$ cat src/rtl/piso_pkg.sv
// Shared definitions for the piso_stream serialiser: FSM state encoding and
// the bit-counter width helper.
package piso_pkg;

  typedef enum logic {
    IDLE  = 1'b0,
    SHIFT = 1'b1
  } state_e;

  // Counter width able to hold WIDTH (the parity-bit index when parity is on).
  function automatic int unsigned cnt_width(input int unsigned width);
    return $clog2(width + 1);
  endfunction

endpackage

$ cat src/rtl/piso_bitcnt.sv
// Frame bit counter for piso_stream: clears on load, steps on each consumed
// bit, and flags the terminal (final) bit of the frame.
module piso_bitcnt #(
  parameter int CNT_W    = 4,
  parameter int LAST_VAL = 7
) (
  input  logic clk,
  input  logic rst_n,
  input  logic load_i,
  input  logic adv_i,
  input  logic active_i,
  output logic last_o
);

  logic [CNT_W-1:0] cnt_q;
  logic [CNT_W-1:0] cnt_d;
  logic             term;

  assign term   = (cnt_q == CNT_W'(LAST_VAL));
  assign last_o = active_i & term;

  // Next count: load wins, otherwise advance and return to zero after the last bit.
  always_comb begin
    // NOTE: every combinational output gets a default first so no path can infer a latch.
    cnt_d = cnt_q;
    if (load_i) begin
      cnt_d = '0;
    end else if (adv_i) begin
      cnt_d = term ? '0 : cnt_q + CNT_W'(1);
    end
  end

  // Counter register.
  always_ff @(posedge clk or negedge rst_n) begin
    // NOTE: sequential state uses non-blocking assignments so all registers update together.
    if (!rst_n) begin
      cnt_q <= '0;
    end else begin
      cnt_q <= cnt_d;
    end
  end

endmodule

$ cat src/rtl/piso_stream.sv
// Parallel-in serial-out streamer with valid/ready handshakes on both sides.
// A captured word is emitted one bit per consumed beat, LSB or MSB first.
// Optional feature: define PISO_PARITY_EN to append an even-parity bit
// after the data bits; out_last then marks the parity bit.
module piso_stream
  import piso_pkg::*;
#(
  parameter int WIDTH     = 8,
  parameter int LSB_FIRST = 1
) (
  input  logic             clk,
  input  logic             rst_n,
  input  logic             in_valid,
  input  logic [WIDTH-1:0] in_data,
  output logic             in_ready,
  output logic             out_bit,
  output logic             out_valid,
  input  logic             out_ready,
  output logic             out_last
);

`ifdef PISO_PARITY_EN
  localparam int FRAME_W = WIDTH + 1;
`else
  localparam int FRAME_W = WIDTH;
`endif
  localparam int CNT_W = int'(cnt_width(WIDTH));

  state_e             state_q;
  state_e             state_d;
  logic [FRAME_W-1:0] shreg_q;
  logic [FRAME_W-1:0] shreg_d;
  logic [FRAME_W-1:0] load_word;
  logic [FRAME_W-1:0] shifted;
  logic               head_bit;
  logic               accept;
  logic               consume;
  logic               last;

  assign out_valid = (state_q == SHIFT);
  assign consume   = out_valid & out_ready;
  // Held low during reset so an upstream source cannot hand over a word then.
  assign in_ready  = rst_n & ((state_q == IDLE) | (consume & last));
  assign accept    = in_valid & in_ready;
  assign out_bit   = out_valid & head_bit;
  assign out_last  = last;

  // Frame image to load and its one-bit-advanced form, in emission order.
  always_comb begin
    load_word = '0;
    shifted   = '0;
    head_bit  = 1'b0;
    if (LSB_FIRST != 0) begin
`ifdef PISO_PARITY_EN
      load_word = {^in_data, in_data};
`else
      load_word = in_data;
`endif
      shifted  = {1'b0, shreg_q[FRAME_W-1:1]};
      head_bit = shreg_q[0];
    end else begin
`ifdef PISO_PARITY_EN
      load_word = {in_data, ^in_data};
`else
      load_word = in_data;
`endif
      shifted  = {shreg_q[FRAME_W-2:0], 1'b0};
      head_bit = shreg_q[FRAME_W-1];
    end
  end

  // Next-state and shift-register update: load on accept, shift on consume.
  always_comb begin
    state_d = state_q;
    shreg_d = shreg_q;
    case (state_q)
      IDLE: begin
        if (accept) begin
          state_d = SHIFT;
          shreg_d = load_word;
        end
      end
      SHIFT: begin
        if (consume) begin
          if (accept) begin
            shreg_d = load_word;
          end else if (last) begin
            state_d = IDLE;
            shreg_d = '0;
          end else begin
            shreg_d = shifted;
          end
        end
      end
      default: begin
        state_d = IDLE;
        shreg_d = '0;
      end
    endcase
  end

  // State and shift-register flops.
  always_ff @(posedge clk or negedge rst_n) begin
    if (!rst_n) begin
      state_q <= IDLE;
      // NOTE: the datapath register is reset too, so a frame cut short by reset leaves no stale bits.
      shreg_q <= '0;
    end else begin
      state_q <= state_d;
      shreg_q <= shreg_d;
    end
  end

  piso_bitcnt #(
    .CNT_W   (CNT_W),
    .LAST_VAL(FRAME_W - 1)
  ) u_bitcnt (
    .clk     (clk),
    .rst_n   (rst_n),
    .load_i  (accept),
    .adv_i   (consume),
    .active_i(out_valid),
    .last_o  (last)
  );

endmodule

$ cat config.mk
export PLATFORM = sky130hd
export DESIGN_NAME = piso_stream
export DESIGN_NICKNAME = d
export VERILOG_FILES = /design/src/rtl/piso_pkg.sv /design/src/rtl/piso_bitcnt.sv /design/src/rtl/piso_stream.sv
export SDC_FILE = /design/constraint.sdc
export NUM_CORES = 1
export LEC_CHECK = 0
export CAP_MARGIN = 20
export CORE_ASPECT_RATIO = 1.1
export CORE_MARGIN = 4
export CORE_UTILIZATION = 52
export DETAILED_ROUTE_END_ITERATION = 10
export PLACE_DENSITY = 0.81
export SYNTH_ARGS = -nofsm -noshare
export SYNTH_HDL_FRONTEND = slang
export SYNTH_HIERARCHICAL = 1
export SYNTH_SLANG_ARGS = --single-unit
$ cat constraint.sdc
create_clock -name clk -period 4.5 [get_ports clk]
set_clock_uncertainty 0.05 [all_clocks]
set_input_delay 1.35 -clock clk [delete_from_list [all_inputs] [get_ports clk]]
set_output_delay 1.35 -clock clk [all_outputs]
set_load 0.005 [all_outputs]
==> results.json <==
{
  "status": "finished clean",
  "ir_drop_mv": 0.274,
  "synth_top_area_cell": "dfrtp_1",
  "hold_viol_final": 0,
  "cts_root_buffer": "clkbuf_4",
  "hold_class": "register to register",
  "setup_viol": 0,
  "post-route-drc-count": 0,
  "worstSetupStartpointType": "primary input",
  "slew_violations": 0,
  "p_comb_share_pct": 43.1,
  "synthCells": 80,
  "drt_wl_total_um": 1620,
  "crit_fanout": 6,
  "max_cap_violations": 0,
  "die_w_um": 44.2,
  "vias": 662,
  "maxSlewHeadroom_pct": 68.1,
  "yosysWarnings": 6,
  "synth.cell_area_um2": 748,
  "p_sw_w": 0.000181,
  "fin_tns_setup_ps": 0,
  "grt_pass1_vias": 593,
  "syn-num-nets": 93,
  "first_pass_iters": 4,
  "grt_usage_pct": 17.6,
  "synth_mux_area_share_pct": 4.68,
  "met3_usage_pct": 4.89,
  "cellLeakagePower_nw": 0.393,
  "rsz0062_at_grt": "no",
  "antennaDiodeCount": 0,
  "synthXorXnorAreaFrac_pct": 0,
  "ys_ff_latch": 13,
  "critical_path_arrival_ps": 2720,
  "clock-sinks": 13,
  "die_y_um": 47.8,
  "seq_power_share_pct": 42.4,
  "cts_hold_buf": 0,
  "insertion_delay_ps": 280,
  "stdcell_area_um2": 910,
  "cts_setup_buffers": 0,
  "core_mm2": 0.00137,
  "antenna_found_initial": 0,
  "synth-compound-area-share_pct": 17.6,
  "grt-ovfl-total": 0,
  "yosysUniqueCellTypes": 29,
  "h-tree-depth": 1,
  "grtUsageMet2_pct": 27.0,
  "ys_dominant_reg_cell": "dfrtp_1",
  "area_growth_pct": 21.6,
  "min_period_ps": 4120,
  "finalCritPeriodShare_pct": 91.6,
  "ioPinCount": 16,
  "cts_resized": 0,
  "start_util_pct": 54.8,
  "tightestPinTransition_ps": 478,
  "fp-row-count": 14,
  "synth_top_family_by_area": "simple AND/OR/NAND/NOR gates",
  "drtIter0Drc": 20,
  "viasPerCell": 5.96,
  "layout-drive-gt1-share_pct": 7.37,
  "gp_congestion": 0.810,
  "yosysSeqAreaShare_pct": 43.5,
  "synth-edff-count": 0,
  "die_area_mm2": 0.00211,
  "clkPwrFrac_pct": 14.6,
  "nNetsFinal": 109,
  "clk_pin_slew_ps": 80,
  "critPathKind": "primary input to output pin",
  "grt_pass1_wl_um": 2570,
  "critPathRequiredTime_ps": 3100,
  "gr-usage-met1_pct": 22.1,
  "yosysTopAreaCellShare_pct": 43.5,
  "place_area_um2": 883,
  "clk_path_buf_depth": 2,
  "portBuffers": 15,
  "endpoint_kind": "output pin",
  "swShare_pct": 36.0,
  "grt_start_max_net_pins": 18,
  "power.internal_w": 0.000321,
  "cts_buffers": 3,
  "synthArstFlopShare_pct": 100,
  "detail-route-antenna-nets": 0,
  "pwr_density_cell_mw_per_mm2": 551,
  "top_usage_layer": "met2",
  "dp.final_hpwl_um": 1200,
  "netlist_top_cells_area": "dfrtp_1, nand2_1, nor3_1",
  "cts_tree": "yes",
  "route.detailed.wl_per_inst_um": 14.6,
  "max_freq_mhz": 243,
  "synth.avg_cell_area_um2": 9.35,
  "yosys.area_share.simple_pct": 25.9,
  "yosys.area_share.adder_pct": 1.67
}
[layout make-up]
cell class	instances	area [µm²]
clock buffer	4	26.3
fill	119	457
inverter	2	7.51
multi-input combinational	60	373
sequential	13	325
tap	16	20.0
timing repair buffer	16	158
[Yosys cell counts (all sizes together) (2+ instances only)]
cell / number
dfrtp: 13
nand4: 2
mux2i: 2
o21ai: 6
a31oi: 6
nor3: 7
nor2b: 2
buf: 4
nand3b: 2
a21oi: 2
and2: 4
nand2: 11
nor2: 4
inv: 2
[through the flow]
stage | utilization [%] | instances | setup slack (ps) | power (W) | hold slack (ps)
6_report | 66.6 | 111 | 377 | 0.000501 | 478
5_1_grt | 66.6 | 111 | 269 | 0.000541 | 490
4_1_cts | 66.6 | 111 | 370 | 0.000503 | 476
3_5_place_dp | 64.7 | 107 | 382 | 0.000429 | 457
3_3_place_gp | 64.7 | 107 | 402 | 0.000416 | 452
2_1_floorplan | - | 80 | 1480 | 0.000368 | 430
[layout by cell type, fill, tap and decap left out, types with 3 or more instances in the layout]
| cell | Yosys | layout |
|---|---|---|
| clkdlybuf4s50_1 | 0 | 15 |
| dfrtp_1 | 13 | 13 |
| nand2_1 | 11 | 11 |
| nor3_1 | 7 | 7 |
| o21ai_0 | 6 | 6 |
| a31oi_1 | 5 | 5 |
| and2_1 | 4 | 4 |
| nor2_1 | 4 | 4 |
| clkbuf_4 | 0 | 3 |
[final timing paths]
kind	from	endpoint	slack, ps	cells after the start
setup / recovery	out_ready	in_ready	380	5
hold / removal	shreg_q[3]$_DFFE_PN0P_	shreg_q[3]$_DFFE_PN0P_	480	1
setup reg to reg	u_bitcnt/cnt_q[0]$_DFFE_PN0P_	u_bitcnt/cnt_q[3]$_DFFE_PN0P_	2320	7
hold reg to reg	shreg_q[3]$_DFFE_PN0P_	shreg_q[3]$_DFFE_PN0P_	480	1
max in group asynchronous	rst_n	u_bitcnt/cnt_q[1]$_DFFE_PN0P_	2820	2
min in group asynchronous	rst_n	shreg_q[3]$_DFFE_PN0P_	1400	2
[power by group through the flow]
| stage | registers, W | logic, W | clock network, W |
|---|---|---|---|
| 2_1_floorplan | 0.000197 | 0.000171 | 0 |
| 3_3_place_gp | 0.000209 | 0.000207 | 0 |
| 3_5_place_dp | 0.000213 | 0.000215 | 0 |
| 4_1_cts | 0.000211 | 0.000216 | 0.0000755 |
| 5_1_grt | 0.000218 | 0.000243 | 0.0000802 |
| 6_report | 0.000213 | 0.000216 | 0.0000730 |
[flip-flops by register name, summed over array words and instances, names as in the netlist]
signal / cells
shreg_q: 8
out_valid: 1
u_bitcnt/cnt_q: 4
[cell families (layout without fill, tap and decap cells)]
logic type / Yosys count / in the layout
AND/OR/NAND/NOR: 37 / 37
buffers and inverters: 7 / 22
flip-flops: 13 / 13
multiplexers: 3 / 3
AO/OA/AOI/OAI: 19 / 19
adder cells (fa/ha/maj): 1 / 1
[critical path: stages]
cell and delay [ps]:
clkdlybuf4s50_1 550, nand2_1 90, nand2_1 100, and2_1 140, clkdlybuf4s50_1 500
[metal layers]
layer	routed length, µm	part of all wire [%]
met1	750	46
met2	755	47
met3	87	5.4
met4	27	1.7
met5	0	0
(Power assumes the default switching activity.)
